--- src/rtl/async_receiver.sv ---
// async_receiver: serial frame receiver (start, DATA_BITS data LSB first, odd parity, stop), one bit per clock.
// Ports: Clk/Rst_n (async active-low) clock and reset; D serial line (idle 1); Ack consumer handshake;
//        Dout last good word; Valid unacknowledged word held; ParityErr/FrameErr/Overrun one-cycle pulses;
//        Busy high while a frame is in progress.
// Build option RX_SYNC_EN: passes D through two flops (reset to 1) before the FSM, adding 2 cycles of latency.
module async_receiver #(
    parameter int   DATA_BITS  = 5,
    parameter logic STOP_LEVEL = 1'b0
) (
    input  logic                 Clk,
    input  logic                 Rst_n,
    input  logic                 D,
    input  logic                 Ack,
    output logic [DATA_BITS-1:0] Dout,
    output logic                 Valid,
    output logic                 ParityErr,
    output logic                 FrameErr,
    output logic                 Overrun,
    output logic                 Busy
);
    localparam int CW = (DATA_BITS > 1) ? $clog2(DATA_BITS) : 1;

    typedef enum logic [1:0] {IDLE, DATA, PARITY, STOP} state_t;

    state_t               state_q, state_d;
    logic [CW-1:0]        cnt_q, cnt_d;
    logic [DATA_BITS-1:0] sh_q, sh_d;
    logic                 par_q, par_d;
    logic                 perr_q, perr_d;
    logic [DATA_BITS-1:0] dout_q, dout_d;
    logic                 valid_q, valid_d;
    logic                 parity_err_q, parity_err_d;
    logic                 frame_err_q, frame_err_d;
    logic                 overrun_q, overrun_d;
    logic                 s;
    logic                 good;

`ifdef RX_SYNC_EN
    logic [1:0] sync_q;
    always_ff @(posedge Clk or negedge Rst_n) begin
        if (!Rst_n) sync_q <= 2'b11;
        else        sync_q <= {sync_q[0], D};
    end
    assign s = sync_q[1];
`else
    assign s = D;
`endif

    always_ff @(posedge Clk or negedge Rst_n) begin
        if (!Rst_n) begin
            state_q      <= IDLE;
            cnt_q        <= '0;
            sh_q         <= '0;
            par_q        <= 1'b0;
            perr_q       <= 1'b0;
            dout_q       <= '0;
            valid_q      <= 1'b0;
            parity_err_q <= 1'b0;
            frame_err_q  <= 1'b0;
            overrun_q    <= 1'b0;
        end else begin
            state_q      <= state_d;
            cnt_q        <= cnt_d;
            sh_q         <= sh_d;
            par_q        <= par_d;
            perr_q       <= perr_d;
            dout_q       <= dout_d;
            valid_q      <= valid_d;
            parity_err_q <= parity_err_d;
            frame_err_q  <= frame_err_d;
            overrun_q    <= overrun_d;
        end
    end

    always_comb begin
        state_d = state_q;
        cnt_d   = cnt_q;
        sh_d    = sh_q;
        par_d   = par_q;
        perr_d  = perr_q;
        case (state_q)
            IDLE: begin
                state_d = s ? IDLE : DATA;
                cnt_d   = s ? cnt_q : '0;
                par_d   = s ? par_q : 1'b0;
            end
            DATA: begin
                sh_d[cnt_q] = s;
                par_d       = par_q ^ s;
                state_d     = (cnt_q == CW'(DATA_BITS - 1)) ? PARITY : DATA;
                cnt_d       = (cnt_q == CW'(DATA_BITS - 1)) ? cnt_q : cnt_q + 1'b1;
            end
            PARITY: begin
                // Data plus parity must hold an odd number of ones.
                perr_d  = (s != ~par_q);
                state_d = STOP;
            end
            default: state_d = IDLE;
        endcase
    end

    always_comb begin
        good         = (state_q == STOP) && !perr_q && (s == STOP_LEVEL);
        dout_d       = (good && (!valid_q || Ack)) ? sh_q : dout_q;
        valid_d      = good ? 1'b1 : (Ack ? 1'b0 : valid_q);
        overrun_d    = good && valid_q && !Ack;
        parity_err_d = (state_q == STOP) && perr_q;
        frame_err_d  = (state_q == STOP) && (s != STOP_LEVEL);
        Dout         = dout_q;
        Valid        = valid_q;
        ParityErr    = parity_err_q;
        FrameErr     = frame_err_q;
        Overrun      = overrun_q;
        Busy         = (state_q != IDLE);
    end
endmodule

--- config.mk ---
export PLATFORM = sky130hd
export DESIGN_NAME = async_receiver
export DESIGN_NICKNAME = d
export VERILOG_FILES = /design/src/rtl/async_receiver.sv
export SDC_FILE = /design/constraint.sdc
export NUM_CORES = 1
export LEC_CHECK = 0
export CAP_MARGIN = 30
export CELL_PAD_IN_SITES_DETAIL_PLACEMENT = 0
export CELL_PAD_IN_SITES_GLOBAL_PLACEMENT = 2
export CORE_ASPECT_RATIO = 1.5
export CORE_MARGIN = 1.5
export CORE_UTILIZATION = 30
export CTS_CLUSTER_SIZE = 25
export DETAILED_ROUTE_END_ITERATION = 16
export PLACE_DENSITY = 0.62
export SYNTH_ARGS = -nofsm -noshare
export SYNTH_HDL_FRONTEND = slang
export SYNTH_SLANG_ARGS = --single-unit
--- constraint.sdc ---
create_clock -name Clk -period 1.8 [get_ports Clk]
set_input_delay 0.36 -clock Clk [delete_from_list [all_inputs] [get_ports Clk]]
set_output_delay 0.36 -clock Clk [all_outputs]
set_load 0.01 [all_outputs]
==> results.txt <==
STA classifies the critical path startpoint as a flop. The portion of synthesized cell area occupied by the leading cell type is 50.7%. The floorplan has 26 rows. By area the synthesized netlist is led by sky130_fd_sc_hd__dfrtp_1 (51%), sky130_fd_sc_hd__mux2_4 (13%), sky130_fd_sc_hd__a22o_1 (2.5%). The number of hold-slack violations in the final timing report came out at 0. Yosys mapped the design onto 30 distinct sky130hd cell types.

The synthesized netlist net count is 85. Adding up every negative setup slack in the final design gives 0 ns. After synthesis, the most frequently instantiated cells are sky130_fd_sc_hd__dfrtp_1 (21), sky130_fd_sc_hd__mux2_4 (9), sky130_fd_sc_hd__inv_1 (5), sky130_fd_sc_hd__nand2_1 (5), sky130_fd_sc_hd__and3_1 (4). The area of the core region came out at 0.00335 mm2. The via total after detailed routing came out at 659. The worst path in the final design needs a cycle of 1.74 ns, including I/O delays and setup. The number of buffers created by CTS came out at 3. The number of endpoints failing setup at the final stage came out at 0. The initial core utilization came out at 30.9%. The total congestion overflow is 0. The cell count after synthesis came out at 79. Measured along the x axis, the die boundary spans 51.0 um. The data required time of the critical path is 1.44 ns. The insertion delay of the later-clocked pin in the worst-skew pair is 0.25 ns. The layout filler cell count came out at 331. For this run, the leading register cell type out of synthesis is sky130_fd_sc_hd__dfrtp_1. The signal arrival time at the worst endpoint came out at 1.38 ns. The endpoint type of the worst setup path is a primary output. In this run the vertical extent of the chip is 75.0 um. The layout cell share with drive strength beyond 1 is 28.0%. The relative slew slack came out at 78.6%. At the end of the flow the core is filled with cells to 38.5%. The finished layout holds 142 standard cells, fillers aside. The worst clock skew is 0.00467 ns.

The global-route usage over all layers came out at 12.4%. Setup repair after global routing left no endpoint under its margin. The initial detailed-routing violation count is 10.

The finished cells cover 0.00129 mm2. The synthesized design contains 0 enable-type register cells. Sequential cells were found to cover 50.7% of the synthesized design area. The CTS clock-pin slew for the worst setup and hold paths is 0.08 ns. In this design, the largest share of critical-path delay is due to buffers and inverters. The met3 usage in global routing is 1.39%. The class of the worst hold path is in2async.

The transition time at the pin with the least slew margin came out at 0.319 ns. The first-pass GRT wire length is 3.40 mm. 0 antenna diodes ended up in the layout. The most used standard cell by instance count after synthesis is sky130_fd_sc_hd__dfrtp_1. The die area is 0.00382 mm2. Entering global routing, the biggest net connects 22 pins.

The worst stage delay on the critical path is 0.53 ns. The number of top-level pins is 14. The clock root buffer master is sky130_fd_sc_hd__clkbuf_8.

The biggest area contributor in the post-synthesis netlist is sky130_fd_sc_hd__dfrtp_1. The final layout contains 107 nets. The post-route antenna net violation count came out at 0.

The power density over the cells came out at 1660 mW/mm2. The number of pins exceeding their max-slew limit in the final report was 0. At the end of routability-driven placement, the weighted congestion stood at 0.697. The port buffer count is 13. The total detailed-routing wirelength came out at 2.14 mm. The worst path buffer plus inverter count came out at 2. The layout overhead on the synthesized area came out at 24.4%.

The first TritonRoute pass finished after 4 iterations. Among all stages on the critical path, the largest delay is contributed by sky130_fd_sc_hd__clkdlybuf4s50_1. The static power due to leakage is 0.595 nW.

The combined flip-flop and latch cell area is 528 um2. After detailed routing, the number of vias per cell comes to 4.64. After synthesis the netlist holds a flip-flop and latch count of 21. TritonCTS built the clock tree. The multi-input combinational cells in the finished layout cover a total of 462 um2. The number of placed instances with taps included is 138.

The number of setup buffers added after CTS is 0. The synthesis warning total is 0. The via count of the first global-routing pass was 694.

In this run the number of H-tree levels came out at 1. In the synthesized netlist the async set-or-reset flop fraction comes to 100%. The signal on the critical path passes through inv_1 > nand2_1 > clkdlybuf4s50_1. The mean cell area of the mapped netlist is 13.1 um2.

After detailed routing, the average wire length per cell comes to 15.1 um. The run finished with clean final reports. Across the run, the number of max-cap violations was 0. The post-placement cell area is 0.00124 mm2. The mapped cell area is 0.00104 mm2. The initial antenna violation count came out at 0. The layer flagged by global routing as most heavily used is met2.

The remaining design rule violation count is 0. The clock drives 21 sinks. The worst-case IR drop observed on VDD is 0.000641 V. Global routing consumed, on the met1 layer, 14.1% of the routing resources. The share of the cycle needed by the critical path after routing came out at 96.5%. The kind of critical path is reg2out. In this run the deepest clock path goes through 2 buffers. Summing internal, switching and leakage power gives 2.14 mW. The HPWL after detailed placement is 1.67 mm.

The met2 routing resource usage after global routing came out at 22.4%. The maximum operating frequency is 576 MHz. In this run the worst path has a maximum fanout of 5.
==> cell families after synthesis <==
logic type | share of synthesized area, %
AO/OA/AOI/OAI | 7.61
AND/OR/NAND/NOR | 17.5
flip-flops | 50.7
buffers and inverters | 4.71
adder cells (fa/ha/maj) | 2.42
XOR/XNOR | 0.846
multiplexers | 16.2
==> metal layers <==
layer | vias up | wire length [um]
li1 | 320 | -
met2 | 13 | 1150
met5 | - | 0
met3 | 4 | 48
met1 | 322 | 891
met4 | 0 | 51
==> placed cells by master, fill, tap and decap left out, drive strengths merged <==
| cell type | n |
|---|---|
| o22ai | 1 |
| clkdlybuf4s50 | 13 |
| buf | 7 |
| nor2 | 2 |
| nand3 | 2 |
| inv | 5 |
| nand2 | 5 |
| and3 | 4 |
| dfrtp | 21 |
| nand4 | 1 |
| a21oi | 2 |
| o21ai | 4 |
| mux2 | 11 |
| clkbuf | 4 |
| nand2b | 3 |
| mux2i | 1 |
| nor4b | 1 |
| and2 | 1 |
| a211oi | 1 |
| nor3b | 1 |
| xor2 | 1 |
| ha | 2 |
| nor2b | 1 |
| nor3 | 2 |
| o2bb2ai | 1 |
| a22o | 3 |
==> what timing repair did <==
item	CTS	global route
hold buffers	0	0
setup endpoints to repair	1	1
cloned	0	0
gates resized for setup	1	2
==> power by group <==
part / switching, mW / leakage (nW) / internal, mW / total, mW
registers: 0.155 / 0.262 / 0.666 / 0.821
clock network: 0.143 / 0.0228 / 0.157 / 0.300
logic: 0.446 / 0.310 / 0.573 / 1.02
total: 0.744 / 0.595 / 1.40 / 2.14
==> registers in the layout (all words and copies together), names as in the netlist <==
signal	count
Dout	5
FrameErr	1
Overrun	1
ParityErr	1
Valid	1
cnt_q	3
par_q	1
perr_q	1
sh_q	5
state_q	2
==> metrics by stage <==
| stage | setup WS (ns) | hold slack [ns] |
|---|---|---|
| finish | 0.0625 | 0.449 |
| global route | 0.00421 | 0.480 |
| CTS | 0.00560 | 0.455 |
| detailed placement | 0.0899 | 0.482 |
| global placement | 0.132 | 0.479 |
| floorplan | 0.360 | 0.0644 |
==> layout make-up <==
cell class / instances / area share, %
Tap cell: 42 / 4.08
Inverter: 5 / 1.46
Timing Repair Buffer: 20 / 14.2
Sequential cell: 21 / 41.0
Multi-Input combinational cell: 50 / 35.8
Clock buffer: 4 / 3.50
==> path summary, 6_finish.rpt <==
path	startpoint	endpoint	cells after the start	slack (ns)
setup / recovery	state_q[1]$_DFF_PN0_	Busy	3	0.06
hold / removal	Rst_n	ParityErr$_DFF_PN0_	2	0.45
setup reg to reg	cnt_q[0]$_DFFE_PN0P_	cnt_q[1]$_DFFE_PN0P_	5	0.38
hold reg to reg	sh_q[4]$_DFFE_PN0P_	sh_q[4]$_DFFE_PN0P_	1	0.50
max in group asynchronous	Rst_n	state_q[0]$_DFF_PN0_	2	1.12
min in group Clk	sh_q[4]$_DFFE_PN0P_	sh_q[4]$_DFFE_PN0P_	1	0.50
Note: power is estimated with default switching activity, not from simulation.
